File: src/rtl/mctrl_pkg.sv
// Shared definitions for the multi-cycle MIPS controller: FSM state encoding,
// opcode/funct values, ALU operation codes and datapath mux encodings.
package mctrl_pkg;

  // FSM states; loads and stores get separate address states so the
  // opcode only has to be looked at once, in DECODE.
  typedef enum logic [3:0] {
    ST_IDLE    = 4'd0,
    ST_FETCH   = 4'd1,
    ST_DECODE  = 4'd2,
    ST_EXEC_R  = 4'd3,
    ST_WB_R    = 4'd4,
    ST_EXEC_I  = 4'd5,
    ST_WB_I    = 4'd6,
    ST_ADDR_LD = 4'd7,
    ST_ADDR_ST = 4'd8,
    ST_MEM_RD  = 4'd9,
    ST_WB_MEM  = 4'd10,
    ST_MEM_WR  = 4'd11,
    ST_BRANCH  = 4'd12,
    ST_JUMP    = 4'd13
  } state_t;

  // Opcodes (IR[31:26])
  localparam logic [5:0] OP_RTYPE = 6'b000000;
  localparam logic [5:0] OP_LW    = 6'b100011;
  localparam logic [5:0] OP_SW    = 6'b101011;
  localparam logic [5:0] OP_ADDI  = 6'b001000;
  localparam logic [5:0] OP_BEQ   = 6'b000100;
  localparam logic [5:0] OP_J     = 6'b000010;

  // R-type funct codes (IR[5:0])
  localparam logic [5:0] FN_NOP = 6'b000000;
  localparam logic [5:0] FN_ADD = 6'b100000;
  localparam logic [5:0] FN_SUB = 6'b100010;
  localparam logic [5:0] FN_AND = 6'b100100;
  localparam logic [5:0] FN_OR  = 6'b100101;
  localparam logic [5:0] FN_SLT = 6'b101010;

  // ALU operation codes
  localparam logic [3:0] ALU_ADD = 4'b0000;
  localparam logic [3:0] ALU_SUB = 4'b0001;
  localparam logic [3:0] ALU_AND = 4'b0010;
  localparam logic [3:0] ALU_SLT = 4'b0100;
  localparam logic [3:0] ALU_OR  = 4'b0101;

  // ALU B-operand select
  localparam logic [1:0] SRCB_REG  = 2'b00;
  localparam logic [1:0] SRCB_FOUR = 2'b01;
  localparam logic [1:0] SRCB_IMM  = 2'b10;
  localparam logic [1:0] SRCB_BOFF = 2'b11;

  // PC source select
  localparam logic [1:0] PCSRC_ALU    = 2'b00;
  localparam logic [1:0] PCSRC_ALUOUT = 2'b01;
  localparam logic [1:0] PCSRC_JUMP   = 2'b10;

  // The all-zero instruction word retires in DECODE without touching state.
  function automatic logic is_nop(input logic [5:0] op, input logic [5:0] fn);
    return (op == OP_RTYPE) && (fn == FN_NOP);
  endfunction

endpackage

File: src/rtl/mc_alu_decoder.sv
// Combinational R-type funct decoder: maps funct to the ALU operation and
// flags whether the funct belongs to the supported subset.
module mc_alu_decoder
  import mctrl_pkg::*;
(
  input  logic [5:0] i_funct,
  output logic [3:0] o_alu_cntrl,
  output logic       o_funct_legal
);

  // Table lookup; unsupported functs fall back to ADD and are flagged illegal.
  always_comb begin
    o_alu_cntrl   = ALU_ADD;
    o_funct_legal = 1'b1;
    case (i_funct)
      FN_ADD:  o_alu_cntrl = ALU_ADD;
      FN_SUB:  o_alu_cntrl = ALU_SUB;
      FN_AND:  o_alu_cntrl = ALU_AND;
      FN_OR:   o_alu_cntrl = ALU_OR;
      FN_SLT:  o_alu_cntrl = ALU_SLT;
      default: o_funct_legal = 1'b0;
    endcase
  end

endmodule

File: src/rtl/multicycle_ctrl.sv
// Moore control FSM for the shared multi-cycle MIPS datapath.
// Optional feature: define MCTRL_PERF_EN to add retired-instruction and
// memory-stall counters (instr_cnt, stall_cnt, CNT_W bits, wrapping).
module multicycle_ctrl
  import mctrl_pkg::*;
#(
  parameter int CNT_W = 32
) (
  input  logic             clk,
  input  logic             rst_n,
  input  logic [5:0]       op_in,
  input  logic [5:0]       func_in,
  input  logic             zero_in,
  input  logic             mem_ready,
  output logic             pc_write,
  output logic             pc_write_cond,
  output logic [1:0]       pc_source,
  output logic             i_or_d,
  output logic             mem_read,
  output logic             mem_write,
  output logic             ir_write,
  output logic             reg_dst,
  output logic             reg_write,
  output logic             mem_to_reg,
  output logic             alu_src_a,
  output logic [1:0]       alu_src_b,
  output logic [3:0]       alu_cntrl,
  output logic             illegal_op
`ifdef MCTRL_PERF_EN
  ,
  output logic [CNT_W-1:0] instr_cnt,
  output logic [CNT_W-1:0] stall_cnt
`endif
);

  if (CNT_W < 1) begin : g_bad_cnt_w
    $error("CNT_W must be at least 1");
  end

  state_t     r_state;
  state_t     w_state_next;
  logic [3:0] w_alu_r;
  logic       w_funct_legal;

  // The branch decision (pc_write_cond & zero) is resolved in the datapath;
  // the controller itself is pure Moore and never looks at the zero flag.
  logic w_unused_zero;
  assign w_unused_zero = zero_in;

  mc_alu_decoder u_alu_dec (
    .i_funct       (func_in),
    .o_alu_cntrl   (w_alu_r),
    .o_funct_legal (w_funct_legal)
  );

  // State register, cleared to IDLE the instant reset asserts.
  always_ff @(posedge clk or negedge rst_n) begin
    if (!rst_n) r_state <= ST_IDLE;
    else        r_state <= w_state_next;
  end

  // Next-state and per-state control outputs; everything idles at 0 by default.
  always_comb begin
    w_state_next  = ST_IDLE;
    pc_write      = 1'b0;
    pc_write_cond = 1'b0;
    pc_source     = PCSRC_ALU;
    i_or_d        = 1'b0;
    mem_read      = 1'b0;
    mem_write     = 1'b0;
    ir_write      = 1'b0;
    reg_dst       = 1'b0;
    reg_write     = 1'b0;
    mem_to_reg    = 1'b0;
    alu_src_a     = 1'b0;
    alu_src_b     = SRCB_REG;
    alu_cntrl     = ALU_ADD;
    illegal_op    = 1'b0;
    case (r_state)
      ST_IDLE: w_state_next = ST_FETCH;
      ST_FETCH: begin
        // Read instruction at PC while computing PC+4; commit both on ready.
        mem_read     = 1'b1;
        alu_src_b    = SRCB_FOUR;
        w_state_next = ST_FETCH;
        if (mem_ready) begin
          ir_write     = 1'b1;
          pc_write     = 1'b1;
          w_state_next = ST_DECODE;
        end
      end
      ST_DECODE: begin
        // Speculatively compute the branch target into ALUOut.
        alu_src_b    = SRCB_BOFF;
        w_state_next = ST_FETCH;
        case (op_in)
          OP_RTYPE: begin
            if (w_funct_legal)                w_state_next = ST_EXEC_R;
            else if (!is_nop(op_in, func_in)) illegal_op   = 1'b1;
          end
          OP_LW:   w_state_next = ST_ADDR_LD;
          OP_SW:   w_state_next = ST_ADDR_ST;
          OP_ADDI: w_state_next = ST_EXEC_I;
          OP_BEQ:  w_state_next = ST_BRANCH;
          OP_J:    w_state_next = ST_JUMP;
          default: illegal_op   = 1'b1;
        endcase
      end
      ST_EXEC_R: begin
        alu_src_a    = 1'b1;
        alu_cntrl    = w_alu_r;
        w_state_next = ST_WB_R;
      end
      ST_WB_R: begin
        reg_dst      = 1'b1;
        reg_write    = 1'b1;
        w_state_next = ST_FETCH;
      end
      ST_EXEC_I: begin
        alu_src_a    = 1'b1;
        alu_src_b    = SRCB_IMM;
        w_state_next = ST_WB_I;
      end
      ST_WB_I: begin
        reg_write    = 1'b1;
        w_state_next = ST_FETCH;
      end
      ST_ADDR_LD, ST_ADDR_ST: begin
        alu_src_a    = 1'b1;
        alu_src_b    = SRCB_IMM;
        w_state_next = (r_state == ST_ADDR_LD) ? ST_MEM_RD : ST_MEM_WR;
      end
      ST_MEM_RD: begin
        mem_read     = 1'b1;
        i_or_d       = 1'b1;
        w_state_next = mem_ready ? ST_WB_MEM : ST_MEM_RD;
      end
      ST_WB_MEM: begin
        mem_to_reg   = 1'b1;
        reg_write    = 1'b1;
        w_state_next = ST_FETCH;
      end
      ST_MEM_WR: begin
        mem_write    = 1'b1;
        i_or_d       = 1'b1;
        w_state_next = mem_ready ? ST_FETCH : ST_MEM_WR;
      end
      ST_BRANCH: begin
        alu_src_a     = 1'b1;
        alu_cntrl     = ALU_SUB;
        pc_write_cond = 1'b1;
        pc_source     = PCSRC_ALUOUT;
        w_state_next  = ST_FETCH;
      end
      ST_JUMP: begin
        pc_write     = 1'b1;
        pc_source    = PCSRC_JUMP;
        w_state_next = ST_FETCH;
      end
      default: w_state_next = ST_IDLE;
    endcase
  end

`ifdef MCTRL_PERF_EN
  logic [CNT_W-1:0] r_instr_cnt;
  logic [CNT_W-1:0] r_stall_cnt;
  logic             w_retire;
  logic             w_stall;

  // Retire = the cycle in which an instruction's final state is left.
  always_comb begin
    w_retire = 1'b0;
    w_stall  = 1'b0;
    case (r_state)
      ST_WB_R, ST_WB_I, ST_WB_MEM, ST_BRANCH, ST_JUMP: w_retire = 1'b1;
      ST_MEM_WR: begin
        w_retire = mem_ready;
        w_stall  = !mem_ready;
      end
      ST_DECODE:           w_retire = is_nop(op_in, func_in);
      ST_FETCH, ST_MEM_RD: w_stall  = !mem_ready;
      default: ;
    endcase
  end

  // Free-running wrapping counters.
  always_ff @(posedge clk or negedge rst_n) begin
    if (!rst_n) begin
      r_instr_cnt <= '0;
      r_stall_cnt <= '0;
    end else begin
      if (w_retire) r_instr_cnt <= r_instr_cnt + 1'b1;
      if (w_stall)  r_stall_cnt <= r_stall_cnt + 1'b1;
    end
  end

  assign instr_cnt = r_instr_cnt;
  assign stall_cnt = r_stall_cnt;
`endif

endmodule

File: config.mk
export PLATFORM = sky130hd
export DESIGN_NAME = multicycle_ctrl
export DESIGN_NICKNAME = d
export VERILOG_FILES = /design/src/rtl/mctrl_pkg.sv /design/src/rtl/mc_alu_decoder.sv /design/src/rtl/multicycle_ctrl.sv
export SDC_FILE = /design/constraint.sdc
export NUM_CORES = 1
export LEC_CHECK = 0
export BUFFER_PORTS_ARGS = -buffer_cell sky130_fd_sc_hd__buf_2
export CAP_MARGIN = 20
export CORE_MARGIN = 2
export CORE_UTILIZATION = 39
export DETAILED_ROUTE_END_ITERATION = 8
export GPL_TIMING_DRIVEN = 0
export PLACE_DENSITY = 0.71
export SLEW_MARGIN = 20
export SYNTH_ARGS = -nofsm -noshare
export SYNTH_HDL_FRONTEND = slang
export SYNTH_SLANG_ARGS = --single-unit
File: constraint.sdc
create_clock -name clk -period 1.85 [get_ports clk]
set_input_delay 0.37 -clock clk [delete_from_list [all_inputs] [get_ports clk]]
set_output_delay 0.37 -clock clk [all_outputs]
set_load 0.02 [all_outputs]
-- Word-level counts from Yosys, hierarchy flattened
Index checks and enable logic that the tools add are counted.
- reduce and logical (&&, ||, !) cells: 13
- equality and inequality tests: 23
- mux-type cells: 27
- operators with widths (operator ; count):
    equality test 6 bit, second input constant ; 7
    case mux 4 bit (8 select lines) ; 1
    equality test 4 bit, second input constant ; 6
    case mux 4 bit (6 select lines) ; 1
    equality test 4 x 3 -> 1 bit, second input constant ; 4
    OR reduction 5 bit ; 3
    2-to-1 mux 1 bit ; 14
    logical NOT 6 bit ; 2
    case mux 3 bit (4 select lines) ; 1
    equality test 4 x 2 -> 1 bit, second input constant ; 2
    2-to-1 mux 2 bit ; 4
    case mux 4 bit (2 select lines) ; 1
    equality test 6 x 2 -> 1 bit, second input constant ; 1
    equality test 6 x 3 -> 1 bit, second input constant ; 1
    equality test 6 x 4 -> 1 bit, second input constant ; 1
    case mux 2 bit (3 select lines) ; 1
    OR reduction 2 bit ; 3
    OR reduction 3 bit ; 2
    OR reduction 6 bit ; 1
    equality test 4 x 1 -> 1 bit, second input constant ; 1
    logical NOT 4 bit ; 1
    2-to-1 mux 4 bit ; 1
    case mux 1 bit (2 select lines) ; 2
    case mux 2 bit (2 select lines) ; 1
    logical AND 1 bit ; 1
- bits in registers: 4
- input bits: 16
- word-level logic and storage cells: 64
- output and inout port bits: 19

-- Logic depth before layout (Yosys ltp)
Gate-level depths: netlist (run 1).
- depth after elaboration: 6
- mapped depth: 5
- mapped depth without buffers: 4

-- Modules after synthesis
A second synthesis (run 1) with hierarchy kept.
- cell total of the unflattened synthesis: 105
- area, all modules: 728.2 um^2
- modules (own cells, without submodules) (module ; cells an instance ; instances ; area an instance (um^2) ; seq. area each (um^2)):
    multicycle_ctrl ; 91 ; 1 ; 619.3 ; 100.1
    mc_alu_decoder ; 14 ; 1 ; 108.9 ; 0.0

-- Worst setup path after synthesis (run 1)
No wires, ideal clock.
- path kind: reg-to-output
- from: register r_state[3]
- to: output alu_cntrl[1]
- arrival time: 1.481 ns
- cell stages (with the launch flop): 4
- setup slack: -0.001 ns
- path buffers: 0
- data required time: 1.480 ns
- cell sequence: dfrtp_1 > nor3_1 > nand2_1 > nor4bb_1
- word-level cells in the longest chain between the ends: 2
- elaborated cells between the ends (all ways): 3
- those cells by class: 2 x eq/ne; 1 x mux
- ends and longest elaborated chain (what ; RTL line ; RTL):
    from (decl) ; multicycle_ctrl.sv:40 ; state_t r_state;
    from (signal assigned) ; multicycle_ctrl.sv:59 ; else r_state <= w_state_next;
    equality test 4 bit or equality test 4 x 2 -> 1 bit (tied branches) ; multicycle_ctrl.sv:79 ; case (r_state)
    case mux 4 bit (2 select lines) * ; multicycle_ctrl.sv:79 ;
    to (decl) ; multicycle_ctrl.sv:27 ; output logic [3:0] alu_cntrl,
Mark *: on every way between the ends. The rest lies on a longest branch, timed or not.

-- Worst setup path in the final report (run 1)
Same ends and word-level chain as after synthesis.

==> flow_metrics.env, run 1 <==
export IMPL_insertion_delay_ps=250
export IMPL_synth_cell_type_count=44
export IMPL_syn_nets=111
export IMPL_multiInputGateArea_um2=593.1
export IMPL_syn_to_final_growth_pct=58.46
export IMPL_power_density_nw_per_um2=1228
export IMPL_ant_nets=0
export IMPL_seq_area_frac_synth_pct=15.04
export IMPL_regArea_um2=103.9
export IMPL_yosys_area_top_type="dfrtp_1"
export IMPL_synthCells=95
export IMPL_rsz0062_at_grt="true"
export IMPL_drc_errors=0
export IMPL_antenna_found_initial=0
export IMPL_dp_slack_ps=-54.44
export IMPL_timing_fmax_ghz=0.5391
export IMPL_setup_tns_final_ps=-5.085
export IMPL_setup_viol=1
export IMPL_cts_root_buf="clkbuf_4"
export IMPL_largest_register="r_state"
export IMPL_htree_levels=1
export IMPL_pwr_share_comb_pct=76.1
export IMPL_crit_path_end_kind="primary output"
export IMPL_synth_seq_cells=4
export IMPL_status="complete, but fails checks"
export IMPL_first_iter_violations=21
export IMPL_hold_path_class="input pin to asynchronous set/reset pin"
export IMPL_cts_sinks=4
export IMPL_drt_first_pass_iters=4
export IMPL_period_needed_ps=1855
export IMPL_top_regs="r_state x4"
export IMPL_switchingPower_mw=0.6736
export IMPL_clock_skew_ps=10.96
export IMPL_routed_via_density=5.863
export IMPL_grt_pass1_wl_um=3249
export IMPL_gp_congestion=0.8731
export IMPL_syn_area_um2=665.6
export IMPL_slew_violations=0
export IMPL_ys_async_sr_fraction_pct=100.0
export IMPL_fin_ws_ps=-5.085
export IMPL_fill_cells=137
export IMPL_critPathArrivalTime_ps=1490
export IMPL_maxCapViolations=0
export IMPL_diodes=0
export IMPL_port_buffers=32
export IMPL_p_int_mw=0.6212
export IMPL_num_vias=897
export IMPL_netlist_area_leader_share_pct=15.04
export IMPL_placed_cells=143
export IMPL_core_area_um2=1559
export IMPL_fin_nets=155
export IMPL_fp_dieArea_um2=2053
export IMPL_power_leakage_nw=0.4810
export IMPL_synth_area_top_cells="dfrtp_1 (15%), nor2_1 (7.9%), nand2_1 (5.6%)"
export IMPL_clk_path_buf_depth=2
export IMPL_report_power_total_mw=1.295
export IMPL_post_route_util_pct=67.66
export IMPL_worstPathRequired_ps=1480
export IMPL_synth_area_per_cell_um2=7.007
export IMPL_drive_gt1_share_pct=49.64
export IMPL_instances_no_fill=153
export IMPL_swShare_pct=52.02
export IMPL_start_kind="flop"
export IMPL_synth_most_common_cell="nor2_1"
export IMPL_cts_clk_slew_worst_paths_ps=50
export IMPL_dp_hpwl_um=1452
export IMPL_hold_slack_ps=453.4
export IMPL_drt_total_wl_um=2147
export IMPL_period_share_pct=100.3
export IMPL_start_util_pct=42.70
export IMPL_hold_viol=0
export IMPL_grt_pass1_vias=781
export IMPL_synth_common_cells="nor2_1 (14), nand2_1 (10), nand2b_1 (5), o21ai_0 (5)"
export IMPL_rows=14
export IMPL_sequentialPowerShare_pct=14.8
export IMPL_dpl_cell_area_um2=852.1
export IMPL_overflow=0
export IMPL_grt_usage_pct=21.46
export IMPL_path_class="flop to primary output"
export IMPL_grt_max_degree=11
export IMPL_cts_buffers=3
export IMPL_synth_edff_count=0
export IMPL_violations="negative setup slack"
export IMPL_drt_wirelength_per_cell_um=14.03
export IMPL_cts_tree="yes"
export IMPL_cp_max_fo=5
export IMPL_clock_power_share_pct=9.1
export IMPL_peakVddDrop_mv=0.7101
export IMPL_synthFlopType="dfrtp_1"
export IMPL_largest_reg_flops=4
export IMPL_die_height_um=45.32
export IMPL_io_pins=35
export IMPL_die_w_um=45.32
export IMPL_synth_yosys_warnings=0
export IMPL_final_cell_area_um2=1055
power by group through the flow:
stage | Sequential (mW) | Combinational [mW] | Clock [mW]
6_report | 0.192 | 0.986 | 0.117
3_5_place_dp | 0.175 | 0.783 | 0
2_1_floorplan | 0.161 | 0.569 | 0
3_3_place_gp | 0.172 | 0.774 | 0
5_1_grt | 0.195 | 1.05 | 0.126
4_1_cts | 0.191 | 0.882 | 0.116
cell usage in the layout, fill, tap and decap left out, types with 2 or more instances in the layout:
master     n
nand2b_1   4
nand3b_1   2
a21oi_1    3
nor2b_1    4
nand2_1    8
nor2_2     2
nand2_2    2
mux2i_1    2
nor2_1    12
inv_1      2
buf_2     23
buf_6      3
clkbuf_4   5
nand3_1    3
buf_4     14
o21ai_0    5
nor3_4     2
a221o_1    2
dfrtp_2    3
what timing repair did:
item                                    CTS  global route
endpoints found under the setup margin   11            11
hold endpoints to repair                  4             0
cloned                                    0             0
setup buffers                             2             4
hold buffers                              1             0
resized for setup                        27            12
pin swaps                                 4             5
cell families after synthesis:
family                   count (synthesis)  synth area share, %
multiplexers                             2                3.008
other                                    1               0.5634
AO/OA/AOI/OAI                           23                25.94
AND/OR/NAND/NOR                         54                45.11
flip-flops                               4                15.04
adder cells (fa/ha/maj)                  1                1.692
XOR/XNOR                                 2                2.632
buffers and inverters                    8                6.015
routing by layer:
layer	up-vias	part of all wire (%)	global-route usage, %
met5	-	0	0
met4	0	1.4	5.294
met3	6	5.2	6.400
met2	39	50	36.57
met1	412	43	26.28
li1	440	-	-
critical path, cell delays in order, from the launching register on:
cell and delay [ps]:
dfrtp_2 440, nor3_4 220, nand2_2 110, nor4bb_2 270
buf_4 180
worst paths after layout:
check | start | to | slack [ps] | depth (start not counted)
max | r_state[3] | alu_cntrl[1] | -5 | 4
min | rst_n | r_state[1] | 450 | 2
max reg2reg | r_state[2] | r_state[2] | 510 | 4
min reg2reg | r_state[0] | r_state[3] | 720 | 2
max in group asynchronous | rst_n | r_state[2] | 1250 | 2
min in group clk | op_in[4] | r_state[0] | 500 | 3
final cells by class:
cell class                 count  share of cell area [%]
buffer                         6                   4.864
clock buffer                   3                   2.135
inverter                       2                  0.7117
multi-input combinational     83                   56.23
sequential                     4                   9.846
tap                           16                   1.898
timing repair buffer          39                   24.32
Power figures use the tool's default switching activity.
==> run 2, diff against run 1 <==
--- a/config.mk
+++ b/config.mk
@@ -11,8 +11,9 @@
 export CORE_UTILIZATION = 39
 export DETAILED_ROUTE_END_ITERATION = 8
 export GPL_TIMING_DRIVEN = 0
-export PLACE_DENSITY = 0.71
+export PLACE_DENSITY = 0.69
 export SLEW_MARGIN = 20
 export SYNTH_ARGS = -nofsm -noshare
 export SYNTH_HDL_FRONTEND = slang
+export SYNTH_HIERARCHICAL = 1
 export SYNTH_SLANG_ARGS = --single-unit
==> flow_metrics.env, run 2 <==
export IMPL_status="completed"
export IMPL_switchingPower_mw=0.7408
export IMPL_dp_slack_ps=-58.65
export IMPL_drt_total_wl_um=2080
export IMPL_synth_most_common_cell="nor2_1"
export IMPL_report_power_total_mw=1.386
export IMPL_ys_async_sr_fraction_pct=100.0
export IMPL_htree_levels=1
export IMPL_ant_nets=0
export IMPL_syn_area_um2=728.2
export IMPL_fin_ws_ps=51.24
export IMPL_drive_gt1_share_pct=44.14
export IMPL_mostFrequentLayoutCells="buf_2 (27), buf_4 (11), nor2_1 (10)"
export IMPL_synth_yosys_warnings=6
export IMPL_regToRegEndpoint="r_state[1]"
export IMPL_synth_cell_type_count=41
export IMPL_synthFlopType="dfrtp_1"
export IMPL_gp_congestion=0.8602
export IMPL_core_area_um2=1745
export IMPL_placed_cells=161
export IMPL_start_util_pct=41.72
export IMPL_largest_reg_flops=4
export IMPL_synthCells=105
export IMPL_overflow=0
export IMPL_synth_seq_cells=4
export IMPL_power_leakage_nw=0.5222
export IMPL_final_cell_area_um2=1102
export IMPL_netlist_area_leader_share_pct=13.75
export IMPL_cts_buffers=3
export IMPL_final_common_cell="buf_2"
export IMPL_num_vias=906
export IMPL_drc_errors=0
export IMPL_crit_path_end_kind="primary output"
export IMPL_largest_register="r_state"
export IMPL_routed_via_density=5.329
export IMPL_start_kind="input pin"
export IMPL_dpl_cell_area_um2=919.6
export IMPL_grt_max_degree=11
export IMPL_worst_r2r_path_depth=5
export IMPL_clock_skew_ps=3.726
export IMPL_period_share_pct=97.23
export IMPL_antenna_found_initial=0
export IMPL_synth_area_top_cells="dfrtp_1 (14%), nor2_1 (5.7%), nor3_1 (4.8%)"
export IMPL_peakVddDrop_mv=0.5825
export IMPL_instances_no_fill=170
export IMPL_hold_viol=0
export IMPL_cp_max_fo=7
export IMPL_fp_dieArea_um2=2229
export IMPL_yosys_area_top_type="dfrtp_1"
export IMPL_post_route_util_pct=63.15
export IMPL_setup_tns_final_ps=0
export IMPL_die_height_um=47.21
export IMPL_syn_to_final_growth_pct=51.38
export IMPL_maxCapViolations=0
export IMPL_period_needed_ps=1799
export IMPL_clk_path_buf_depth=2
export IMPL_io_pins=35
export IMPL_diodes=0
export IMPL_port_buffers=31
export IMPL_grt_pass1_vias=705
export IMPL_fill_cells=162
export IMPL_slew_violations=0
export IMPL_grt_usage_pct=19.72
export IMPL_fin_nets=163
export IMPL_top_regs="r_state x4"
export IMPL_first_iter_violations=22
export IMPL_reg2reg_from="r_state[3]"
export IMPL_worstPathRequired_ps=1480
export IMPL_pwr_share_comb_pct=79.9
export IMPL_sequentialPowerShare_pct=12.4
export IMPL_swShare_pct=53.43
export IMPL_cts_root_buf="clkbuf_4"
export IMPL_regArea_um2=101.3
export IMPL_grt_pass1_wl_um=3208
export IMPL_setup_viol=0
export IMPL_synth_edff_count=0
export IMPL_cts_clk_slew_worst_paths_ps=40
export IMPL_power_density_nw_per_um2=1258
export IMPL_clock_power_share_pct=7.6
export IMPL_cts_sinks=4
export IMPL_synth_area_per_cell_um2=6.935
export IMPL_insertion_delay_ps=230
export IMPL_rows=15
export IMPL_seq_area_frac_synth_pct=13.75
export IMPL_hold_slack_ps=474.2
export IMPL_cts_tree="yes"
export IMPL_timing_fmax_ghz=0.5559
export IMPL_die_w_um=47.21
export IMPL_hold_path_class="input pin to asynchronous set/reset pin"
export IMPL_p_int_mw=0.6457
export IMPL_syn_nets=121
export IMPL_multiInputGateArea_um2=625.6
export IMPL_drt_wirelength_per_cell_um=12.24
export IMPL_ff2ff_setup_slack_ps=530
export IMPL_path_class="input pin to primary output"
export IMPL_synth_common_cells="nor2_1 (11), nand2_1 (9), nor3_1 (7), a21oi_1 (6)"
export IMPL_drt_first_pass_iters=4
export IMPL_critPathArrivalTime_ps=1430
export IMPL_dp_hpwl_um=1475
[run 2: cell types whose count changed in the layout (fill, tap and decap cells not counted), moves of 3 or more]
cell and delta:
buf_2 +4, a21oi_1 +3, and2_1 +3, buf_4 -3, nor3_1 +3, or3_1 +3
[run 2: worst max-delay path by stage]
stage,to,slack [ps],start,cells after the start
finish,alu_cntrl[0],50,func_in[0],5
CTS,illegal_op,2,func_in[1],7
global placement,illegal_op,-60,func_in[1],7
detailed placement,illegal_op,-60,func_in[1],7
global route,alu_src_b[0],-10,r_state[0],4
floorplan,illegal_op,70,r_state[3],4
[run 2: metal layers]
| metal | track usage [%] | wire [um] |
|---|---|---|
| met1 | 26.94 | 951 |
| met2 | 33.70 | 1018 |
| met5 | 0 | 0 |
| met4 | 0 | 0 |
| met3 | 4.615 | 110 |
[run 2: repair_timing]
action,4_1_cts,5_1_grt
endpoints found under the hold margin,4,0
pin swaps,4,4
endpoints found under the setup margin,6,9
hold buffers,1,0
buffers inserted,6,0
gates resized for setup,17,15
[run 2: cells by family after synthesis]
| group | count (synthesis) | synth area share, % |
|---|---|---|
| compound gates | 27 | 27.49 |
| xor+xnor | 3 | 3.609 |
| buf+inv | 12 | 9.105 |
| flops | 4 | 13.75 |
| mux | 1 | 1.546 |
| other cells | 1 | 0.5150 |
| simple gates | 57 | 43.99 |
[run 2: worst max-delay path, cell delays in order]
cell and delay (ps):
buf_2 140, or3b_1 400, a211oi_2 240, a21o_1 130, buf_2 150
[run 2: cell type report]
| class | instances | share of cell area [%] |
|---|---|---|
| Buffer | 8 | 6.583 |
| Tap cell | 25 | 2.838 |
| Timing Repair Buffer | 38 | 21.57 |
| Inverter | 3 | 1.022 |
| Clock buffer | 3 | 2.043 |
| Sequential cell | 4 | 9.194 |
| Multi-Input combinational cell | 89 | 56.75 |
[run 2: power by group through the flow]
stage               clock (mW)  combinational, mW  sequential (mW)
global placement             0              0.979            0.163
finish                   0.106               1.11            0.172
global route             0.119               1.21            0.176
CTS                      0.113               1.04            0.163
detailed placement           0              0.987            0.163
floorplan                    0              0.733            0.154
==> run 3, diff against run 2 <==
--- a/config.mk
+++ b/config.mk
@@ -8,12 +8,12 @@
 export BUFFER_PORTS_ARGS = -buffer_cell sky130_fd_sc_hd__buf_2
 export CAP_MARGIN = 20
 export CORE_MARGIN = 2
-export CORE_UTILIZATION = 39
+export CORE_UTILIZATION = 41
 export DETAILED_ROUTE_END_ITERATION = 8
 export GPL_TIMING_DRIVEN = 0
-export PLACE_DENSITY = 0.69
+export PLACE_DENSITY = 0.74
+export REMOVE_ABC_BUFFERS = 1
 export SLEW_MARGIN = 20
 export SYNTH_ARGS = -nofsm -noshare
 export SYNTH_HDL_FRONTEND = slang
-export SYNTH_HIERARCHICAL = 1
 export SYNTH_SLANG_ARGS = --single-unit
==> flow_metrics.env, run 3 (synthesis gave the netlist of run 1 again) <==
export IMPL_status="complete, but fails checks"
export IMPL_violations="negative setup slack"
export IMPL_hold_viol=0
export IMPL_clock_skew_ps=2.941
export IMPL_final_common_cell="buf_2"
export IMPL_cts_clk_slew_worst_paths_ps=40
export IMPL_period_share_pct=102.5
export IMPL_start_util_pct=44.19
export IMPL_drt_total_wl_um=2021
export IMPL_path_class="flop to primary output"
export IMPL_drc_errors=0
export IMPL_setup_viol=2
export IMPL_ant_nets=0
export IMPL_rows=14
export IMPL_cts_tree="yes"
export IMPL_grt_usage_pct=22.46
export IMPL_grt_max_degree=9
export IMPL_core_area_um2=1506
export IMPL_largest_register="r_state"
export IMPL_io_pins=35
export IMPL_routed_via_density=5.691
export IMPL_drt_wirelength_per_cell_um=13.30
export IMPL_cts_buffers=3
export IMPL_cts_sinks=4
export IMPL_timing_fmax_ghz=0.5276
export IMPL_antenna_found_initial=0
export IMPL_worst_r2r_path_depth=4
export IMPL_power_density_nw_per_um2=1295
export IMPL_rsz0062_at_grt="true"
export IMPL_dpl_cell_area_um2=813.3
export IMPL_port_buffers=32
export IMPL_drive_gt1_share_pct=47.79
export IMPL_fin_ws_ps=-45.52
export IMPL_mostFrequentLayoutCells="buf_2 (25), nor2_1 (14), buf_4 (14)"
export IMPL_fin_nets=154
export IMPL_slew_violations=0
export IMPL_insertion_delay_ps=230
export IMPL_die_w_um=44.29
export IMPL_ff2ff_setup_slack_ps=480
export IMPL_critPathArrivalTime_ps=1530
export IMPL_regToRegEndpoint="r_state[1]"
export IMPL_grt_pass1_vias=813
export IMPL_setup_tns_final_ps=-59.66
export IMPL_top_regs="r_state x4"
export IMPL_maxCapViolations=0
export IMPL_worstPathRequired_ps=1480
export IMPL_cp_max_fo=5
export IMPL_diodes=0
export IMPL_dp_hpwl_um=1304
export IMPL_start_kind="flop"
export IMPL_fp_dieArea_um2=1962
export IMPL_grt_pass1_wl_um=3339
export IMPL_dp_slack_ps=-117.4
export IMPL_overflow=0
export IMPL_die_height_um=44.29
export IMPL_cts_root_buf="clkbuf_4"
export IMPL_htree_levels=1
export IMPL_syn_to_final_growth_pct=54.70
export IMPL_gp_congestion=0.7685
export IMPL_crit_path_end_kind="primary output"
export IMPL_reg2reg_from="r_state[0]"
export IMPL_clk_path_buf_depth=2
export IMPL_hold_path_class="input pin to asynchronous set/reset pin"
export IMPL_final_cell_area_um2=1030
export IMPL_peakVddDrop_mv=0.5988
export IMPL_drt_first_pass_iters=4
export IMPL_power_leakage_nw=0.4891
export IMPL_largest_reg_flops=4
export IMPL_period_needed_ps=1896
export IMPL_first_iter_violations=27
export IMPL_num_vias=865
## run 3: per-layer routing
layer  track usage (%)  vias up  part of all wire [%]  wire (um)
met5                 0        -                     0          0
met4             7.273        0                   1.2         24
met3             1.224        4                   3.9         78
met2             43.24       25                    52       1060
met1             25.99      401                    42        857
li1                  -      435                     -          -
## run 3: layout make-up
cell class              instances  area [um2]
clock buffers                   3       22.52
fillers                       126       476.7
inverters                       2       7.507
multi-input cells              83       589.3
flip-flops and latches          4       105.1
well taps                      16       20.02
repair buffers                 44       285.3
## run 3: what timing repair did
action / CTS / global route
hold buffers: 1 / 0
pin swaps: 3 / 4
endpoints found under the setup margin: 5 / 8
setup buffers: 9 / 2
resized for setup: 16 / 13
hold endpoints to repair: 4 / 0
## run 3: worst max-delay path, cell delays in order (launching register included)
cell	delay, ps
dfrtp_2	420
nand2_4	80
nor3_4	200
nand2_2	90
nor4bb_1	290
buf_2	210
## run 3: stage by stage
| stage | power (mW) | std cells | utilization [%] | hold slack (ps) |
|---|---|---|---|---|
| after floorplan | 0.6988 | 89 | - | 74.41 |
| after global placement | 0.9044 | 137 | 53.99 | 172.0 |
| after detailed placement | 0.9161 | 137 | 53.99 | 174.6 |
| after CTS | 1.206 | 150 | 63.87 | 458.7 |
| after global routing | 1.437 | 152 | 68.36 | 489.4 |
| final | 1.334 | 152 | 68.36 | 470.7 |
## run 3: worst max path at each step
stage / from / to / slack (ps) / cells past startpoint
after detailed placement: r_state[1] / alu_cntrl[0] / -120 / 5
final: r_state[1] / alu_cntrl[1] / -50 / 5
after CTS: r_state[1] / alu_cntrl[1] / -30 / 5
after floorplan: r_state[1] / alu_cntrl[1] / -160 / 4
after global placement: r_state[1] / alu_cntrl[0] / -80 / 5
after global routing: r_state[1] / alu_cntrl[1] / -120 / 5
## run 3: where the power goes
group | leakage (nW) | total, mW | switching, mW | internal (mW)
Sequential | 0.0452 | 0.196 | 0.0615 | 0.134
Combinational | 0.430 | 1.03 | 0.578 | 0.457
Clock | 0.0138 | 0.104 | 0.0314 | 0.0722
